[src/rtl/ps2_host_tx.sv]
// Host-to-device PS/2 command transmitter with open-drain pull enables.
// Inputs are synchronized and glitch-filtered; done/err report the device ACK outcome.
`timescale 1ns/1ps
module ps2_host_tx #(
  parameter int unsigned INHIBIT_CYCLES = 7800,
  parameter int unsigned TIMEOUT_CYCLES = 975000,
  parameter int unsigned FILTER_LEN     = 8
) (
  input  logic       clk,
  input  logic       rst,
  input  logic [7:0] tx_data,
  input  logic       tx_valid,
  output logic       tx_ready,
  input  logic       ps2_clk_i,
  input  logic       ps2_data_i,
  output logic       ps2_clk_oe,
  output logic       ps2_data_oe,
  output logic       busy,
  output logic       done,
  output logic       err
);

  localparam int unsigned INH_W = $clog2(INHIBIT_CYCLES + 1);
  localparam int unsigned TO_W  = $clog2(TIMEOUT_CYCLES + 1);
  localparam int unsigned FLT_W = $clog2(FILTER_LEN + 1);

  typedef enum logic [2:0] {
    S_IDLE, S_INHIBIT, S_START, S_BITS, S_ACK, S_RELEASE_WAIT, S_DONE, S_FAIL
  } state_t;

  state_t            state, next;
  logic [1:0]        sync1, sync2, filt;
  logic              clk_prev, fall_edge;
  logic [INH_W-1:0]  inh_cnt;
  logic [TO_W-1:0]   to_cnt;
  logic [3:0]        bit_cnt;
  logic [9:0]        frame;
  logic              data_oe_q;
  logic              accept, timeout, counting;

  // Bit 0 carries ps2_clk, bit 1 carries ps2_data.
  always_ff @(posedge clk or posedge rst) begin
    if (rst) begin
      sync1    <= '1;
      sync2    <= '1;
      clk_prev <= 1'b1;
    end else begin
      sync1    <= {ps2_data_i, ps2_clk_i};
      sync2    <= sync1;
      clk_prev <= filt[0];
    end
  end

  for (genvar g = 0; g < 2; g++) begin : g_flt
    logic [FLT_W-1:0] fcnt;
    always_ff @(posedge clk or posedge rst) begin
      if (rst) begin
        filt[g] <= 1'b1;
        fcnt    <= '0;
      end else if (sync2[g] == filt[g]) begin
        fcnt <= '0;
      end else if (fcnt == FLT_W'(FILTER_LEN - 1)) begin
        filt[g] <= sync2[g];
        fcnt    <= '0;
      end else begin
        fcnt <= fcnt + 1'b1;
      end
    end
  end

  assign fall_edge = clk_prev & ~filt[0];
  assign accept    = (state == S_IDLE) & tx_valid;
  assign counting  = (state == S_START) | (state == S_BITS) |
                     (state == S_ACK) | (state == S_RELEASE_WAIT);
  assign timeout   = counting & (to_cnt == TO_W'(TIMEOUT_CYCLES - 1));

  always_ff @(posedge clk or posedge rst) begin
    if (rst) state <= S_IDLE;
    else     state <= next;
  end

  always_comb begin
    next        = state;
    tx_ready    = 1'b0;
    busy        = 1'b1;
    ps2_clk_oe  = 1'b0;
    ps2_data_oe = 1'b0;
    done        = 1'b0;
    err         = 1'b0;
    case (state)
      S_IDLE: begin
        tx_ready = 1'b1;
        busy     = 1'b0;
        if (tx_valid) next = S_INHIBIT;
      end
      S_INHIBIT: begin
        ps2_clk_oe = 1'b1;
        if (inh_cnt == INH_W'(INHIBIT_CYCLES - 1)) next = S_START;
      end
      S_START: begin
        ps2_clk_oe  = 1'b1;
        ps2_data_oe = 1'b1;
        next        = timeout ? S_FAIL : S_BITS;
      end
      S_BITS: begin
        ps2_data_oe = data_oe_q;
        if (timeout)                          next = S_FAIL;
        else if (fall_edge && bit_cnt == 4'd9) next = S_ACK;
      end
      S_ACK: begin
        if (timeout)        next = S_FAIL;
        else if (fall_edge) next = filt[1] ? S_FAIL : S_RELEASE_WAIT;
      end
      S_RELEASE_WAIT: begin
        if (timeout)             next = S_FAIL;
        else if (filt == 2'b11)  next = S_DONE;
      end
      S_DONE: begin
        done = 1'b1;
        next = S_IDLE;
      end
      S_FAIL: begin
        err  = 1'b1;
        next = S_IDLE;
      end
      default: next = S_IDLE;
    endcase
  end

  // Timeout counter is zeroed throughout INHIBIT so the START cycle counts as cycle 0.
  always_ff @(posedge clk or posedge rst) begin
    if (rst) begin
      frame     <= '0;
      inh_cnt   <= '0;
      to_cnt    <= '0;
      bit_cnt   <= '0;
      data_oe_q <= 1'b0;
    end else begin
      if (accept) begin
        frame   <= {1'b1, ~^tx_data, tx_data};
        inh_cnt <= '0;
      end
      if (state == S_INHIBIT) begin
        inh_cnt <= inh_cnt + 1'b1;
        to_cnt  <= '0;
      end
      if (counting) to_cnt <= to_cnt + 1'b1;
      case (state)
        S_IDLE:  data_oe_q <= 1'b0;
        S_START: begin
          bit_cnt   <= '0;
          data_oe_q <= 1'b1;
        end
        S_BITS: begin
          if (fall_edge && !timeout) begin
            data_oe_q <= ~frame[bit_cnt];
            bit_cnt   <= bit_cnt + 1'b1;
          end
        end
        default: ;
      endcase
    end
  end

endmodule

[config.mk]
export PLATFORM = sky130hd
export DESIGN_NAME = ps2_host_tx
export DESIGN_NICKNAME = d
export VERILOG_FILES = /design/src/rtl/ps2_host_tx.sv
export SDC_FILE = /design/constraint.sdc
export NUM_CORES = 1
export LEC_CHECK = 0
export ABC_AREA = 1
export BUFFER_PORTS_ARGS = -buffer_cell sky130_fd_sc_hd__buf_4
export CAP_MARGIN = 20
export CORE_AREA = 2 2 81 83
export CTS_BUF_LIST = sky130_fd_sc_hd__clkbuf_8
export DETAILED_ROUTE_END_ITERATION = 10
export DIE_AREA = 0 0 83 85
export GPL_ROUTABILITY_DRIVEN = 0
export PLACE_DENSITY = 0.77
export SYNTH_ARGS = -nofsm -noshare
export SYNTH_HDL_FRONTEND = slang
export SYNTH_SLANG_ARGS = --single-unit
[constraint.sdc]
create_clock -name clk -period 4.7 [get_ports clk]
set_input_delay 0.235 -clock clk [delete_from_list [all_inputs] [get_ports clk]]
set_output_delay 0.235 -clock clk [all_outputs]
set_load 0.1 [all_outputs]
==> reports/summary.txt <==
Status -> completed
CP endpoint kind -> output port
Critical path's slowest cell -> dfrtp_1
Async SR Flop Fraction -> 100.0%
Number of synthesized register bits -> 66
Inserted Clock Buffers -> 9
Largest stage delay, worst path -> 0.50 ns
Mean Syn Cell Area -> 7.906 um^2
Clk sink count -> 66
HP Class -> primary input to flip-flop
WS Path Type -> flip-flop to output port
N_diodes -> 0
Synth top area cells -> dfrtp_1 41%, nand2_1 11%, nand3_1 6.2%
Crit start category -> flip-flop
Netlist cell types -> 38
Core Region -> 0.006205 mm^2
# DRC -> 0
Global-route wire length before repair -> 12920 um
Part of the cycle the worst path needs -> 46.74%
Post-route insts no fill -> 566
Arrival time worst endpoint -> 1.96 ns
Yosys warns -> 0
Area leader, netlist -> dfrtp_1
Clock Latency Late Sink -> 0.34 ns
Power density over the cells -> 544.9 mW/mm^2
Setup TNS -> 0 ns
Worst-path clk slew -> 0.07 ns
Slew @ Worst Pin -> 0.8045 ns
DR pass1 iterations -> 5
Vias in the first global route -> 2823
Syn Nets -> 480
Drt total wl -> 7391 um
Row cnt -> 29
Synth Instances -> 461
Area Overhead vs Synth -> 11.19%
Total Die Area -> 0.007055 mm^2
Top_reg_cell synth -> dfrtp_1
Fin area -> 0.004053 mm^2
Average wire per standard cell -> 13.06 um
Total leakage power -> 1.833 nW
H-tree levels -> 3
Share of cells above drive strength 1 -> 13.91%
Die W -> 83 um
CTS tree -> yes
Post-DP Area -> 0.003814 mm^2
Critical Path RT -> 4.47 ns
Commonest non-fill, non-tap cells in the layout -> 107 x nand2_1, 59 x dfrtp_1, 47 x inv_1, 47 x nor2_1, 45 x nand3_1
Gr usage total -> 22.52%
Peak VDD IR -> 0.3221 mV
Worst Path Max Fanout -> 11
Port buffer count -> 18
GR Overflow Total -> 0
Root Buffer -> clkbuf_8
Crit-path cells -> clkinv_2, nand2_2, nor2_4, inv_2, nand2_1, buf_4
Most common cell after layout, fill and taps aside -> nand2_1
Cts repair resizes -> 0
Antenna violations before repair -> 0
Post-DRT Antenna Nets -> 0
Pin count of the biggest net entering global routing -> 67
Rel. slew slack -> 46.36%
Register area share after synthesis -> 45.55%
Longest Clk Path Bufs -> 2
Max-cap violations -> 0
DIE HEIGHT -> 85 um
Fmax -> 455.2 MHz
Number of synthesized flops with an enable pin -> 0
Initial Utilization -> 58.74%
Vias per inst -> 5.445
Clock Skews -> 0.008968 ns
I/O pin cnt -> 19
Post-DP HPWL -> 5204 um
Final Hold Fails -> 0
Tmin final -> 2.197 ns
Post-synth top area share -> 40.51%
Layout net count -> 503
Via count -> 3082
Slew Viols, Final -> 0
Postcts setup bufs -> 0
Fillers -> 528
Final setup vio count -> 0
Cell Area, Synth -> 0.003645 mm^2
RSZ-0062 raised after global routing -> false
Placed Cells -> 548
Drt initial violations -> 258
[synthesized netlist by cell type (2+ instances only)]
cell type / instances
nor2_1: 47
o22ai_1: 5
buf_2: 2
xnor2_1: 8
dfrtp_1: 59
xor2_1: 7
a21oi_1: 13
o211ai_1: 3
nor2_2: 4
dfstp_2: 7
o21ai_1: 7
nor3_1: 13
nand4_1: 7
buf_6: 3
inv_1: 46
nand3_1: 45
o21ai_0: 35
nand2_2: 3
buf_4: 3
nor2_4: 5
inv_2: 4
nand3_2: 4
ha_1: 6
nand2_1: 107
or2_2: 3
nand3b_1: 3
[registers in the layout, summed over array words and instances (netlist names)]
signal and flops:
to_cnt 20, inh_cnt 13, frame 10, g_flt.fcnt 8
bit_cnt 4, state 3, filt 2, sync1 2
sync2 2, clk_prev 1, data_oe_q 1
[routing by layer]
metal	GRT usage [%]	routed length (um)	share of wire (%)	vias up
met5	0	0	0	-
met4	8.942	142	1.9	0
met3	4.767	376	5.1	15
met2	35.78	3479	47	86
met1	30.50	3393	46	1424
li1	-	-	-	1557
[repair_timing]
action | 4_1_cts | 5_1_grt
endpoints found under the setup margin | 0 | 0
hold buffers | 2 | 0
endpoints found under the hold margin | 2 | 0
[worst paths after layout]
kind                            start         end  slack, ns  cells past startpoint
max                          state[1]  ps2_clk_oe       2.50                      6
min                        tx_data[6]    frame[6]       0.11                      3
max reg2reg                  state[1]  to_cnt[11]       2.76                      8
min reg2reg                  sync1[0]    sync2[0]       0.36                      0
max in group asynchronous         rst  to_cnt[14]       4.04                      3
min in group asynchronous         rst   to_cnt[4]       0.13                      3
[critical path, delay by kind of cell, from the launching register on]
| kind | cells | cell delay, ns |
|---|---|---|
| buffers and inverters | 3 | 0.62 |
| DFF | 1 | 0.50 |
| and+or+nand+nor | 3 | 0.50 |
[cell families (layout without fill, tap and decap cells)]
kind of cell | count (synthesis) | after routing | share of synthesized area [%]
xor gates and xnor gates | 15 | 15 | 3.605
adders and majority gates | 6 | 6 | 2.060
and+or+nand+nor | 245 | 245 | 31.17
buffers and inverters | 60 | 88 | 7.209
DFF | 66 | 66 | 45.55
AOI/OAI and AO/OA | 69 | 69 | 10.40
[where the power goes]
part / total (mW) / internal (mW) / switching (mW)
Sequential: 0.816 / 0.698 / 0.118
Clock: 0.525 / 0.310 / 0.215
Combinational: 0.867 / 0.238 / 0.629
[per-stage QoR]
stage | hold slack [ns] | setup WS [ns] | utilization [%] | power, mW
4_1_cts | 0.1008 | 2.505 | 65.32 | 2.214
2_1_floorplan | 0.2395 | 1.871 | - | 1.517
3_5_place_dp | 0.3449 | 2.799 | 61.46 | 1.682
5_1_grt | 0.1134 | 2.409 | 65.32 | 2.365
3_3_place_gp | 0.3441 | 2.835 | 61.46 | 1.667
6_report | 0.1064 | 2.503 | 65.32 | 2.208
[cell type report]
type / count / area (um^2) / share of cell area (%)
well taps: 77 / 96.34 / 2.377
clock buffers: 10 / 137.6 / 3.396
flip-flops and latches: 66 / 1660 / 40.97
multi-input cells: 335 / 1722 / 42.48
inverters: 51 / 192.7 / 4.755
repair buffers: 21 / 162.7 / 4.014
clock inverters: 6 / 81.33 / 2.007
Power figures use the tool's default switching activity.
